--- config.mk ---
export PLATFORM = sky130hd
export DESIGN_NAME = stack_datapath_p
export DESIGN_NICKNAME = d
export VERILOG_FILES = /design/src/rtl/stack_datapath_p.sv
export SDC_FILE = /design/constraint.sdc
export NUM_CORES = 1
export LEC_CHECK = 0
export CAP_MARGIN = 0
export CORE_ASPECT_RATIO = 0.9
export CORE_MARGIN = 2
export CORE_UTILIZATION = 45
export DETAILED_ROUTE_END_ITERATION = 16
export GPL_TIMING_DRIVEN = 0
export PLACE_DENSITY = 0.81
export SYNTH_ARGS = -nofsm -noshare
export SYNTH_HDL_FRONTEND = slang
export SYNTH_SLANG_ARGS = --single-unit
--- constraint.sdc ---
create_clock -name clk -period 4.8 [get_ports clk]
set_clock_uncertainty 0.05 [all_clocks]
set_input_delay 0.96 -clock clk [delete_from_list [all_inputs] [get_ports clk]]
set_output_delay 0.96 -clock clk [all_outputs]
set_load 0.05 [all_outputs]
--- src/rtl/stack_datapath_p.sv ---
// Gameplay datapath for the tower-stacking game: moves the active block with edge bounce,
// captures a drop, trims the block to its overlap with the one below, and tracks row/score/chances.
//   state    | meaning
//   S_IDLE   | waiting for start after reset
//   S_MOVE   | block slides one pixel per tick; drop captures position
//   S_CHECK  | overlap with the placed block is computed and registered
//   S_COMMIT | hit/miss applied, event strobe raised
//   S_OVER   | terminal (win or game over); only start or reset leaves
module stack_datapath_p #(
  parameter int X_W      = 8,
  parameter int Y_W      = 7,
  parameter int SCREEN_W = 160,
  parameter int BLOCK_W0 = 32,
  parameter int ROW_H    = 4,
  parameter int Y_BASE   = 116,
  parameter int ROWS     = 16,
  parameter int CHANCES  = 10,
  parameter int SCORE_W  = 8,
  localparam int ROW_W   = $clog2(ROWS + 1),
  localparam int CH_W    = ($clog2(CHANCES + 1) > 4) ? $clog2(CHANCES + 1) : 4
) (
  input  logic               clk,
  input  logic               resetn,
  input  logic               start,
  input  logic               tick,
  input  logic               drop,
  output logic [X_W-1:0]     cur_x,
  output logic [X_W-1:0]     cur_w,
  output logic [Y_W-1:0]     cur_y,
  output logic [X_W-1:0]     prev_x,
  output logic [X_W-1:0]     prev_w,
  output logic [ROW_W-1:0]   row,
  output logic [SCORE_W-1:0] score,
  output logic [CH_W-1:0]    chances,
  output logic               evt_valid,
  output logic               evt_hit,
  output logic               game_over,
  output logic               win
);

  typedef enum logic [2:0] {S_IDLE, S_MOVE, S_CHECK, S_COMMIT, S_OVER} state_t;

  localparam logic [X_W:0]   SCREEN_L = (X_W + 1)'(SCREEN_W);
  localparam logic [X_W-1:0] BW0_L    = X_W'(BLOCK_W0);
  localparam logic [X_W-1:0] PX0_L    = X_W'((SCREEN_W - BLOCK_W0) / 2);
  localparam logic [Y_W-1:0] Y0_L     = Y_W'(Y_BASE);
  localparam logic [Y_W-1:0] RH_L     = Y_W'(ROW_H);
  localparam logic [ROW_W-1:0] ROWS_L = ROW_W'(ROWS);
  localparam logic [CH_W-1:0]  CH0_L  = CH_W'(CHANCES);

  state_t         r_state;
  logic           r_right;
  logic [X_W-1:0] r_lo;
  logic [X_W-1:0] r_ov;

  logic [X_W:0]     w_cur_end;
  logic [X_W:0]     w_prev_end;
  logic [X_W:0]     w_hi;
  logic [X_W-1:0]   w_lo;
  logic [X_W-1:0]   w_ov;
  logic [ROW_W-1:0] w_row_inc;

  // Overlap is evaluated one bit wider so right edges near the screen limit never wrap.
  assign w_cur_end  = {1'b0, cur_x} + {1'b0, cur_w};
  assign w_prev_end = {1'b0, prev_x} + {1'b0, prev_w};
  assign w_lo       = (cur_x >= prev_x) ? cur_x : prev_x;
  assign w_hi       = (w_cur_end <= w_prev_end) ? w_cur_end : w_prev_end;
  assign w_ov       = (w_hi > {1'b0, w_lo}) ? X_W'(w_hi - {1'b0, w_lo}) : '0;
  assign w_row_inc  = row + 1'b1;

  always_ff @(posedge clk) begin
    evt_valid <= 1'b0;
    evt_hit   <= 1'b0;
    if (!resetn || start) begin
      r_state   <= resetn ? S_MOVE : S_IDLE;
      r_right   <= 1'b1;
      r_lo      <= '0;
      r_ov      <= '0;
      cur_x     <= '0;
      cur_w     <= BW0_L;
      cur_y     <= Y0_L;
      prev_x    <= PX0_L;
      prev_w    <= BW0_L;
      row       <= '0;
      score     <= '0;
      chances   <= CH0_L;
      game_over <= 1'b0;
      win       <= 1'b0;
    end else begin
      case (r_state)
        S_MOVE: begin
          if (drop) begin
            r_state <= S_CHECK;
          end else if (tick) begin
            if (r_right) begin
              if (w_cur_end >= SCREEN_L) begin
                r_right <= 1'b0;
                cur_x   <= cur_x - 1'b1;
              end else begin
                cur_x <= cur_x + 1'b1;
              end
            end else begin
              if (cur_x == '0) begin
                r_right <= 1'b1;
                cur_x   <= X_W'(1);
              end else begin
                cur_x <= cur_x - 1'b1;
              end
            end
          end
        end
        S_CHECK: begin
          r_lo    <= w_lo;
          r_ov    <= w_ov;
          r_state <= S_COMMIT;
        end
        S_COMMIT: begin
          cur_x     <= '0;
          r_right   <= 1'b1;
          evt_valid <= 1'b1;
          evt_hit   <= (r_ov != '0);
          if (r_ov != '0) begin
            prev_x <= r_lo;
            prev_w <= r_ov;
            cur_w  <= r_ov;
            cur_y  <= cur_y - RH_L;
            row    <= w_row_inc;
            if (score != '1) score <= score + 1'b1;
            if (w_row_inc == ROWS_L) begin
              win     <= 1'b1;
              r_state <= S_OVER;
            end else begin
              r_state <= S_MOVE;
            end
          end else begin
            if (chances != '0) chances <= chances - 1'b1;
            // New count is zero when one or fewer chances remained.
            if (chances <= CH_W'(1)) begin
              game_over <= 1'b1;
              r_state   <= S_OVER;
            end else begin
              r_state <= S_MOVE;
            end
          end
        end
        default: r_state <= r_state;
      endcase
    end
  end

endmodule

==> results of run 1 <==
cell families after synthesis:
family,count (synthesis),share of synthesized area (%)
other,1,0.0779
flip-flops,70,29.7
AND/OR/NAND/NOR,210,21.9
buffers and inverters,58,5.51
AO/OA/AOI/OAI,145,19.9
multiplexers,16,3.35
adder cells (fa/ha/maj),53,14.2
XOR/XNOR,28,5.25
through the flow:
step | area [sq um] | cells | util [%]
global placement | 5640 | 773 | 54.6
floorplan | 4860 | 582 | -
global route | 6460 | 817 | 62.5
finish | 6460 | 817 | 62.5
detailed placement | 5640 | 773 | 54.6
CTS | 6080 | 795 | 58.8
cell usage after synthesis, types with 4 or more instances:
library cell and count:
or3_1 9, and3_1 6, nor4_1 5, o21ai_0 34, inv_1 25, nor2b_1 4
and2_1 5, nand3_1 12, mux2i_1 15, o31ai_1 6, nor2_1 41, nor3_1 6
nand2_1 77, o21a_1 5, buf_4 10, xor2_1 14, nand4_1 10, a221oi_1 4
xnor2_1 13, nand2b_1 9, or4_1 5, a21o_1 9, clkbuf_1 17, ha_1 50
a21oi_1 49, dfxtp_1 67
cell type report:
class                      count  share of cell area, %
buffer                        33                   2.94
multi-input combinational    454                   52.9
clock inverter                 5                  0.542
clock buffer                  11                   3.76
sequential                    70                   22.6
tap                          129                   2.50
inverter                      25                   1.45
timing repair buffer          90                   13.2
registers in the layout, summed over array words and instances, names as in the netlist, 3 cells and up:
signal	count
r_lo	8
row	5
r_state	3
prev_x	8
r_ov	8
chances	4
score	8
prev_w	8
cur_y	5
cur_x	8
how the worst max path moves through the flow:
stage	startpoint	endpoint	slack, ps	cells past startpoint
finish	cur_x[0]$_SDFFE_PP0P_	r_ov[7]$_SDFFE_PP0P_	-80	20
global route	prev_w[0]$_SDFFE_PP0P_	r_ov[6]$_SDFFE_PP0P_	-220	23
CTS	prev_x[0]$_SDFFE_PP0P_	r_ov[3]$_SDFFE_PP0P_	9	25
detailed placement	prev_w[1]$_SDFFE_PP0P_	r_ov[6]$_SDFFE_PP0P_	-570	20
global placement	cur_x[0]$_SDFFE_PP0P_	r_ov[6]$_SDFFE_PP0P_	-500	19
floorplan	cur_x[0]$_SDFFE_PP0P_	r_ov[6]$_SDFFE_PP0P_	5	21
what timing repair did:
item / in CTS / in global routing
resized for setup: 28 / 48
setup endpoints to repair: 8 / 8
gates cloned: 0 / 1
pin swaps: 13 / 36
buffers inserted: 6 / 21
per-layer routing:
| metal | GRT usage [%] | vias up |
|---|---|---|
| li1 | - | 2291 |
| met1 | 30.7 | 2340 |
| met2 | 39.2 | 257 |
| met3 | 4.39 | 55 |
| met4 | 7.97 | 0 |
| met5 | 0 | - |
worst max-delay path, stage by stage, from the launching register on:
cell and delay, ps:
dfxtp_4 380, ha_4 170, fa_2 410, a21o_4 250
a21oi_4 160, xnor2_2 160, ha_1 280, and4_4 150
a221o_1 380, a221oi_4 380, a31o_4 200, buf_8 120
o21ai_0 100, ha_1 360, and4_1 200, nand4_1 160
o21ai_2 240, nand2_1 100, mux2i_2 190, buf_6 170
o32ai_2 90
power breakdown:
part	switching (mW)	internal, mW	leakage (nW)
clock network	0.261	0.364	0.135
registers	0.00459	0.589	0.582
logic	0.0464	0.0203	1.88
total	0.312	0.973	2.60
==> flow_summary_export.csv, run 1 <==
group,metric,value,unit
grt,antenna_found_initial,0,
grt,grt.total_usage,23.4,%
detailed_routing,drtPass1Iterations,12,
min_path,hp-start,"r_lo[7]$_SDFFE_PP0P_",
timing,max_freq,205,MHz
yosys,ys_types,71,
floorplan,coreArea,0.0103,sq mm
yosys,syn_area,0.00481,sq mm
detailed_routing,postRouteAntennaNets,0,
layout,nets,741,
yosys,synth_ff_type,"dfxtp_1",
detailed_routing,wl_met3,1.06,mm
layout,layout_common_cells,"nand2_1 (77), clkdlybuf4s50_1 (62), dfxtp_1 (52)",
yosys,synth_top_area_share,27.9,%
critical_path,crit_path_end_kind,"flip-flop",
layout,multi_input_area,0.00342,sq mm
placed_design,io_buffers,62,
min_path,min_to,"prev_x[7]$_SDFFE_PP0P_",
yosys,synth_edf_count,3,
critical_path,crit_fanout,8,
clocking,root_buffer,"clkbuf_16",
yosys,synth_top_area_cell,"dfxtp_1",
placed_design,dp_hpwl,10.0,mm
min_path,hold_path_class,"reg -> reg",
critical_path,regToRegSetupSlack,-80,ps
yosys,ys_seq_area_share,29.7,%
outcome,status,"finished, violations left",
clocking,clockBufferDepth,2,
floorplan,rows,35,
clocking,hold_buffers,0,
detailed_routing,vias,4943,
detailed_routing,drt_iter0_drc,367,
job,maxCapViolations,0,
outcome,failed_checks,"design-rule violations, negative setup slack",
floorplan,die_x,113,microns
grt,grt_pass1_wl,21.5,mm
clocking,htreeDepth,3,
detailed_routing,routedWlPerCell,18.1,microns
timing,period_minus_slack,4880,ps
layout,regArea,0.00146,sq mm
detailed_routing,top_layer,"met4",
critical_path,r2r_cells,20,
detailed_routing,routed_wl,14.8,mm
clocking,clkLatencyLatePin,340,ps
power_and_ir_drop,static-leakage-power,2.60,nW
floorplan,num_io_pins,65,
yosys,syn_inst,581,
critical_path,crit_required,4950,ps
power_and_ir_drop,ir_drop,0.165,mV
floorplan,initial_core_util,46.6,%
timing,max_slew_margin,52.2,%
floorplan,die_h,102,microns
clocking,numCtsBuffers,9,
yosys,async_flop_share,0,%
detailed_routing,met1_length,6.00,mm
layout,antennaDiodeCount,0,
layout,mostFrequentLayoutCell,"nand2_1",
clocking,clock_sinks,70,
clocking,cts_tree,"yes",
power_and_ir_drop,power_density,199,mW/mm^2
yosys,syn-mean-instance-area,8.28,sq um
timing,fin_tns_setup,-384,ps
detailed_routing,drt-vias-per-instance,6.05,
yosys,yosys_warnings,0,
power_and_ir_drop,finalPower,1.28,mW
yosys,synth_seq_cells,70,
layout,layout-drive-gt1-share,18.8,%
timing,timing.final.crit_share,102,%
critical_path,regToRegStartpoint,"cur_x[0]$_SDFFE_PP0P_",
timing,rsz0062_at_grt,"true",
timing,finalHoldViolations,0,
detailed_routing,drc,3,
clocking,path_clk_slew,60,ps
floorplan,fp.dieArea,0.0115,sq mm
grt,grt_max_degree,13,
timing,layout_setup_ws,-76.6,ps
timing,slew_viol_final,0,
grt,first_global_vias,4359,
grt,gr-total-overflow,0,
placed_design,place.gp.congestion,0.898,
min_path,hold_depth,2,
critical_path,crit_arrival,5030,ps
critical_path,worstReg2RegEnd,"r_ov[7]$_SDFFE_PP0P_",
critical_path,start_kind,"flip-flop",
timing,worst_pin_slew,707,ps
detailed_routing,wl_met2,7.09,mm
timing,whs,406,ps
placed_design,pre_cts_ws,-571,ps
timing,setup_viol,8,
critical_path,worstSetupPathType,"reg -> reg",
layout,nFillCells,838,
yosys,synthTopCellsByArea,"dfxtp_1 (28%), ha_1 (13%), nand2_1 (6.0%), a21oi_1 (5.1%), o21ai_0 (3.5%)",
layout,syn2layout_area_growth,34.3,%
Note: power is estimated with default switching activity, not from simulation.
==> run 2: changes to the inputs <==
CTS_CLUSTER_DIAMETER = 40   (was not set)
==> results of run 2 <==
The final DEF is identical to that of run 1; final timing and power are the same.
==> run 3: changes to the inputs <==
CORE_UTILIZATION = 35   (was 45)
PLACE_DENSITY = 0.68   (was 0.81)
==> flow_summary_export.csv, run 3 (synthesis results as in run 1) <==
group,metric,value,unit
outcome,status,"finished clean",
critical_path,worstSetupPathType,"reg -> reg",
placed_design,dp_hpwl,10.5,mm
clocking,path_clk_slew,60,ps
min_path,hold_path_class,"reg -> reg",
critical_path,setup.worst_path.end,"r_ov[7]$_SDFFE_PP0P_",
critical_path,worstReg2RegEnd,"r_ov[7]$_SDFFE_PP0P_",
layout,final_area,0.00657,sq mm
timing,worst_pin_slew,614,ps
detailed_routing,drc,0,
power_and_ir_drop,comb_power_share,5.0,%
floorplan,coreArea,0.0134,sq mm
timing,setup_viol,0,
detailed_routing,vias,4737,
critical_path,regToRegStartpoint,"prev_x[0]$_SDFFE_PP0P_",
placed_design,postPlaceCellArea,0.00569,sq mm
placed_design,place.gp.congestion,0.906,
power_and_ir_drop,power_density,202,mW/mm^2
critical_path,crit_arrival,4920,ps
critical_path,r2r_cells,23,
grt,gr-total-overflow,0,
power_and_ir_drop,p_int,1.01,mW
layout,syn2layout_area_growth,36.5,%
detailed_routing,routedWlPerCell,17.1,microns
detailed_routing,routed_wl,14.8,mm
power_and_ir_drop,switching_share,23.6,%
detailed_routing,drt-vias-per-instance,5.49,
power_and_ir_drop,finalPower,1.32,mW
critical_path,crit_required,4960,ps
grt,grt_max_degree,13,
timing,max_slew_margin,58.0,%
grt,antenna_found_initial,0,
layout,fin_util,49.0,%
timing,finalHoldViolations,0,
critical_path,cp_slowest_cell,"fa_2",
detailed_routing,drtPass1Iterations,5,
power_and_ir_drop,switchingPower,312,uW
layout,nets,748,
timing,period_minus_slack,4760,ps
placed_design,place_inst,812,
grt,grt.total_usage,20.0,%
critical_path,crit_path_end_kind,"flip-flop",
critical_path,cpPeakStageDelay,400,ps
job,maxCapViolations,0,
critical_path,path_cells,"ha_4 > inv_2 > fa_2 > inv_2 > a21oi_2 > o21bai_4 > xnor2_2 > ha_1 > and4_4 > a221o_1 > a221oi_4 > a31o_2 > buf_6 > buf_4 > buf_4 > o21ai_1 > ha_1 > nand4_1 > o21ai_2 > o21ai_1 > mux2i_4 > buf_12 > o32ai_1",
floorplan,num_io_pins,65,
critical_path,crit_fanout,8,
timing,whs,397,ps
layout,layout.cells.non_filler,863,
placed_design,pre_cts_ws,-724,ps
layout,antennaDiodeCount,0,
clocking,hold_buffers,0,
critical_path,crit_buf_inv,6,
clocking,clock_sinks,70,
placed_design,io_buffers,62,
clocking,htreeDepth,3,
grt,first_global_vias,4447,
detailed_routing,met1_length,6.84,mm
critical_path,crit_family,"compound AO/OA/AOI/OAI gates",
critical_path,cp_num_cells,23,
critical_path,start_kind,"flip-flop",
detailed_routing,top_layer,"met4",
layout,layout_common_cells,"nand2_1 (76), clkdlybuf4s50_1 (62), dfxtp_1 (52)",
floorplan,die_x,128,microns
power_and_ir_drop,ir_drop,0.171,mV
layout,nFillCells,1274,
clocking,cts_tree,"yes",
timing,timing.final.crit_share,99.2,%
timing,fin_tns_setup,0,ps
critical_path,crit_start,"prev_x[0]$_SDFFE_PP0P_",
timing,max_freq,210,MHz
power_and_ir_drop,p_clk_share,50.3,%
layout,layout-drive-gt1-share,19.7,%
floorplan,fp.dieArea,0.0147,sq mm
timing,layout_setup_ws,38.8,ps
floorplan,die_h,115,microns
clocking,numCtsBuffers,9,
detailed_routing,drt_iter0_drc,344,
floorplan,rows,40,
timing,rsz0062_at_grt,"true",
clocking,clkLatencyLatePin,340,ps
detailed_routing,wl_met3,756,microns
clocking,clockBufferDepth,2,
layout,mostFrequentLayoutCell,"nand2_1",
clocking,root_buffer,"clkbuf_16",
timing,slew_viol_final,0,
grt,grt_pass1_wl,23.2,mm
power_and_ir_drop,static-leakage-power,2.62,nW
detailed_routing,wl_met2,6.97,mm
critical_path,regToRegSetupSlack,40,ps
detailed_routing,postRouteAntennaNets,0,
floorplan,initial_core_util,35.9,%
power_and_ir_drop,pwr-share-seq,44.7,%
## run 3: changes by cell type in the layout (fill, tap and decap cells not counted), sizes merged
| cell | previous run | this run |
|---|---|---|
| buf | 44 | 52 |
| clkinvlp | 1 | 2 |
| bufinv | 0 | 1 |
| clkbuf | 28 | 27 |
| clkinv | 4 | 1 |
| inv | 25 | 26 |
## run 3: timing repair
item	CTS	global route
setup buffers	14	22
gates resized for setup	26	51
setup endpoints to repair	8	8
pin swaps	8	37
## run 3: cell type report
class / instances / area, sq um / area share (%)
Clock inverter: 5 / 58.8 / 0.895
Sequential cell: 70 / 1470 / 22.3
Timing Repair Buffer: 98 / 923 / 14.1
Multi-Input combinational cell: 454 / 3410 / 51.9
Clock buffer: 11 / 233 / 3.54
Inverter: 25 / 93.8 / 1.43
Buffer: 32 / 175 / 2.67
Tap cell: 168 / 210 / 3.20
## run 3: worst register-to-register path, cell delays in order, from the launching register on
cell	delay, ps
dfxtp_4	390
ha_4	150
inv_2	40
fa_2	400
inv_2	70
a21oi_2	60
o21bai_4	210
xnor2_2	120
ha_1	330
and4_4	160
a221o_1	380
a221oi_4	320
a31o_2	180
buf_6	120
buf_4	110
buf_4	100
o21ai_1	110
ha_1	380
nand4_1	200
o21ai_2	210
o21ai_1	130
mux2i_4	180
buf_12	150
o32ai_1	90
## run 3: routing by layer
| metal | up-vias | global-route usage [%] |
|---|---|---|
| met2 | 146 | 33.2 |
| met1 | 2272 | 26.6 |
| met5 | - | 0 |
| met3 | 19 | 4.51 |
| met4 | 0 | 4.91 |
| li1 | 2300 | - |
## run 3: worst min-delay path by stage
stage / cells past startpoint / endpoint / startpoint
final: 2 / prev_x[1]$_SDFFE_PP0P_ / r_lo[1]$_SDFFE_PP0P_
after global routing: 2 / prev_x[5]$_SDFFE_PP0P_ / r_lo[5]$_SDFFE_PP0P_
after floorplan: 2 / prev_x[1]$_SDFFE_PP0P_ / r_lo[1]$_SDFFE_PP0P_
after CTS: 2 / prev_x[1]$_SDFFE_PP0P_ / r_lo[1]$_SDFFE_PP0P_
after global placement: 2 / prev_x[2]$_SDFFE_PP0P_ / r_lo[2]$_SDFFE_PP0P_
after detailed placement: 2 / prev_x[1]$_SDFFE_PP0P_ / r_lo[1]$_SDFFE_PP0P_
## run 3: power by group through the flow
stage / Combinational, mW / Sequential [mW] / Clock [mW]
6_report: 0.0656 / 0.592 / 0.667
5_1_grt: 0.0727 / 0.593 / 0.700
4_1_cts: 0.0632 / 0.594 / 0.680
3_5_place_dp: 0.0614 / 0.608 / 0
3_3_place_gp: 0.0601 / 0.608 / 0
2_1_floorplan: 0.0391 / 0.610 / 0
==> variant 1: new RTL, flow settings as in run 3 <==
Add an input register stage for `start`, `tick` and `drop`, without a reset; this delays them by one clock.
--- a/src/rtl/stack_datapath_p.sv
+++ b/src/rtl/stack_datapath_p.sv
@@ -49,4 +49,14 @@
   localparam logic [CH_W-1:0]  CH0_L  = CH_W'(CHANCES);
 
+  logic start_q;
+  logic tick_q;
+  logic drop_q;
+
+  always_ff @(posedge clk) begin
+    start_q <= start;
+    tick_q  <= tick;
+    drop_q  <= drop;
+  end
+
   state_t         r_state;
   logic           r_right;
@@ -72,5 +82,5 @@
     evt_valid <= 1'b0;
     evt_hit   <= 1'b0;
-    if (!resetn || start) begin
+    if (!resetn || start_q) begin
       r_state   <= resetn ? S_MOVE : S_IDLE;
       r_right   <= 1'b1;
@@ -90,7 +100,7 @@
       case (r_state)
         S_MOVE: begin
-          if (drop) begin
+          if (drop_q) begin
             r_state <= S_CHECK;
-          end else if (tick) begin
+          end else if (tick_q) begin
             if (r_right) begin
               if (w_cur_end >= SCREEN_L) begin
Behaviour: not the same (a bounded check fails within 4 cycles, from zero or initial values).
==> variant 1 against run 3 <==
  * The run now ends with setup timing left
  * Fmax is 1.7% lower
  * Area after synthesis is 1.2% higher
  * Worst setup slack worse by 84 ps
  * Highest routed layer unchanged
  * Die area is 1.2% higher
  * Clock power is 0.9% lower
  * Total power is 1.4% higher
  * Final area is 1.7% lower
  * Wire length is 7.2% lower
  * Via count is 2.8% lower
  * Sequential cell count is 3 higher
==> variant 1: results (changes against run 3) <==
status: "finished with violations"  # was completed
failed_checks: "setup timing"
grt_use_met2_pct: 30.6  # was 33.2%
fin_setup_tns_ps: -198  # was 0 ps
final_layout_size_suffix_gt1_share_pct: 17.2  # was 19.7%
setup-violations-final: 8  # was 0
grt_pass1_vias: 4312  # was 4447
synth_seq_area_share_pct: 30.6  # was 29.7%
finalWorstSetupSlack_ps: -45.7  # was 38.8 ps
crit_path_top_delay_cell: "dfxtp_4"  # was fa_2
power_leakage_uw: 0.00258  # was 0.00262 uW
viasPerCell: 5.39  # was 5.49
wl_met2_um: 6650  # was 6970 um
dr.first_iter.drc_count: 249  # was 344
met1_length_um: 6060  # was 6840 um
vias: 4603  # was 4737
fill_cells: 1262  # was 1274
dp_slack_ps: -684  # was -724 ps
use_met1_pct: 22.7  # was 26.6%
slew_headroom_pct: 60.8  # was 58.0%
wire_per_inst_um: 16.0  # was 17.1 um
worst-endpoint-arrival_ps: 5000  # was 4920 ps
placed_area_sq_um: 5750  # was 5690 sq um
grtUsageMet3_pct: 2.86  # was 4.51%
ys_types: 71  # unchanged
routabilityCongestion: 0.878  # was 0.906
fin_nets: 739  # was 748
met3_length_um: 697  # was 756 um
grt_util_all_layers_pct: 17.7  # was 20.0%
netlist_top_cells_count: "nand2_1, dfxtp_1, ha_1, a21oi_1, nor2_1"  # unchanged
grt_first_pass_wirelength_um: 20900  # was 23200 um
avgSynthCellArea_sq_um: 8.34  # was 8.28 sq um
-- variant 1: worst min-delay path, stage by stage, from the launching register on --
cell and delay [ps]:
dfxtp_1 300, nand2_1 50, a21oi_1 50
-- variant 1: per-stage QoR --
stage	hold WS (ps)	util [%]
after floorplan	371	-
after global placement	380	42.7
after detailed placement	391	42.7
after CTS	399	45.8
after global routing	417	48.0
final	396	48.0
-- variant 1: path summary, 6_finish.rpt --
check               to  slack [ps]  startpoint
min          prev_x[2]         400     r_lo[2]
max            r_ov[7]         -50   prev_x[0]
min reg2reg  prev_x[2]         400     r_lo[2]
max reg2reg    r_ov[7]         -50   prev_x[0]
-- variant 1: logic make-up (layout without fill, tap and decap cells) --
group	count (synthesis)	after routing	share of synthesized area, %
xor gates and xnor gates	28	28	5.19
adders and majority gates	53	53	14.1
and+or+nand+nor	210	210	21.6
DFF	73	73	30.6
AOI/OAI and AO/OA	145	145	19.7
buffers and inverters	58	159	5.44
other	1	2	0.0769
muxes	16	16	3.31
-- variant 1: final cells by class --
type | instances | area share [%]
plain buffers | 33 | 2.94
clock buffers | 11 | 3.60
clock inverters | 5 | 0.872
inverters | 25 | 1.45
multi-input cells | 454 | 51.9
flip-flops and latches | 73 | 23.6
well taps | 168 | 3.25
repair buffers | 85 | 12.4
-- variant 1: what timing repair did --
item,in CTS,in global routing
pin swaps,9,32
buffers inserted,6,17
endpoints found under the hold margin,0,0
gates resized for setup,22,41
endpoints found under the setup margin,8,8
-- variant 1: power breakdown --
part | switching [uW] | internal [uW]
clock | 259 | 402
combinational | 43.0 | 19.0
sequential | 5.76 | 615
total | 308 | 1040
==> variant 2: new RTL, flow settings as in run 3 <==
Without the edit above. The parameter `X_W` goes from 8 to 10.
--- a/src/rtl/stack_datapath_p.sv
+++ b/src/rtl/stack_datapath_p.sv
@@ -8,5 +8,5 @@
 //   S_OVER   | terminal (win or game over); only start or reset leaves
 module stack_datapath_p #(
-  parameter int X_W      = 8,
+  parameter int X_W      = 10,
   parameter int Y_W      = 7,
   parameter int SCREEN_W = 160,
Interface: changed (resized cur_w, cur_x, prev_w and prev_x); port bits go from 65 to 73. No check against the original RTL was run, so the function may have changed too.
==> variant 2 against run 3 <==
  * The flow now finishes with violations (setup timing)
  * Critical path depth rose by 2
  * Fmax decreased by 6.4%
  * Sequential share of layout area increased by 1.4 points
  * Worst setup slack got worse by 320 ps
  * Final area rose by 7.4%
  * Area after synthesis grew 12%
  * Final cell count is 11% higher
  * Sequential cell count increased by 10
  * Die area increased by 12%
  * Global-route usage decreased by 1.4 points
  * Wire length rose by 2.0%
  * Largest cell class unchanged
Power is not compared: it rests on default switching activity, and its combinational part moved more than twofold at a synthesized area within 25%.
==> variant 2: results (changes against run 3) <==
synth_compound_gate_area_share_pct: 22.0  # was 19.9%
synth_adder_area_share_pct: 15.0  # was 14.2%
grt_util_all_layers_pct: 18.6  # was 20.0%
portBuffers: 70  # was 62
placed_area_sq_um: 6470  # was 5690 sq um
final_layout_size_suffix_gt1_share_pct: 16.3  # was 19.7%
dp_slack_ps: -554  # was -724 ps
grt_pass1_vias: 4581  # was 4447
critPathMaxFanout: 5  # was 8
ys_types: 74  # was 71
crit_path_top_delay_cell: "dfxtp_4"  # was fa_2
crit_start: "prev_w[0]"  # was prev_x[0]
finalWorstSetupSlack_ps: -285  # was 38.8 ps
synth_area_leaders: "dfxtp_1, ha_1, a21oi_1"  # was dfxtp_1, ha_1, nand2_1
wire_per_inst_um: 15.7  # was 17.1 um
worst_pin_slew_ps: 714  # was 614 ps
worst-endpoint-arrival_ps: 5260  # was 4920 ps
grt_first_pass_wirelength_um: 24000  # was 23200 um
fin_nets: 816  # was 748
routabilityCongestion: 0.880  # was 0.906
status: "finished with violations"  # was completed
failed_checks: "setup timing"
fin_setup_tns_ps: -2690  # was 0 ps
synth_seq_area_share_pct: 30.1  # was 29.7%
muxShareOfSynthArea_pct: 2.91  # was 3.35%
setup-violations-final: 10  # was 0
grt_max_degree: 16  # was 13
place_hpwl_um: 11000  # was 10500 um
dr.first_iter.drc_count: 296  # was 344
==> variant 2: cell types whose count changed after synthesis, moves of 7 or more <==
cell and change:
a22o_1 +7, a31oi_1 +8, dfxtp_1 +10, ha_1 +9, inv_1 +10, nor2_1 +13, o21ai_0 +10
==> variant 2: area by class of cell <==
| cell class | count | area (sq um) | share of cell area [%] |
|---|---|---|---|
| multi-input cells | 501 | 3670 | 52.0 |
| flip-flops and latches | 80 | 1670 | 23.7 |
| repair buffers | 90 | 851 | 12.1 |
| well taps | 202 | 253 | 3.58 |
| clock buffers | 10 | 239 | 3.39 |
| plain buffers | 32 | 193 | 2.73 |
| inverters | 35 | 131 | 1.86 |
| clock inverters | 6 | 46.3 | 0.656 |
==> variant 2: power by group through the flow <==
stage	clock, uW	combinational (uW)	sequential, uW
floorplan	0	351	718
global placement	0	458	709
detailed placement	0	461	710
CTS	678	521	695
global route	707	606	696
finish	664	550	695
==> variant 2: repair_timing <==
action	CTS	global route
setup buffers	11	9
pin swaps	22	28
hold endpoints to repair	0	0
gates resized for setup	15	16
hold buffers	0	0
endpoints found under the setup margin	10	10
cloned	1	0
==> variant 2: metal layers <==
| layer | global-route usage [%] | part of all wire, % | up-vias |
|---|---|---|---|
| li1 | - | - | 2496 |
| met1 | 25.8 | 49 | 2250 |
| met2 | 28.8 | 43 | 142 |
| met3 | 3.50 | 5.8 | 24 |
| met4 | 6.90 | 2.6 | 0 |
| met5 | 0 | 0 | - |
==> variant 2: cells by family (layout without fill, tap and decap cells) <==
group,count (synthesis),in the layout
AND/OR/NAND/NOR,204,204
adder cells (fa/ha/maj),63,63
multiplexers,15,15
AO/OA/AOI/OAI,180,181
other,1,2
buffers and inverters,67,173
flip-flops,80,80
XOR/XNOR,36,36
==> variant 2: final timing paths <==
kind          endpoint  slack (ps)  depth (start not counted)
max            r_ov[1]        -280                         25
min reg2reg  prev_x[9]         400                          2
max reg2reg    r_ov[1]        -280                         25
min          prev_x[9]         400                          2
==> variant 2: metrics by stage <==
| stage | cells | hold slack (ps) |
|---|---|---|
| finish | 956 | 395 |
| detailed placement | 919 | 382 |
| floorplan | 647 | 368 |
| global route | 956 | 414 |
| global placement | 919 | 378 |
| CTS | 947 | 392 |
==> variant 2: worst register-to-register path: cells and delay by family, from the launching register on <==
family / cells / cell delay, ps
xor gates and xnor gates: 1 / 150
DFF: 1 / 370
buffers and inverters: 1 / 50
AOI/OAI and AO/OA: 14 / 2730
and+or+nand+nor: 5 / 700
adders and majority gates: 4 / 920
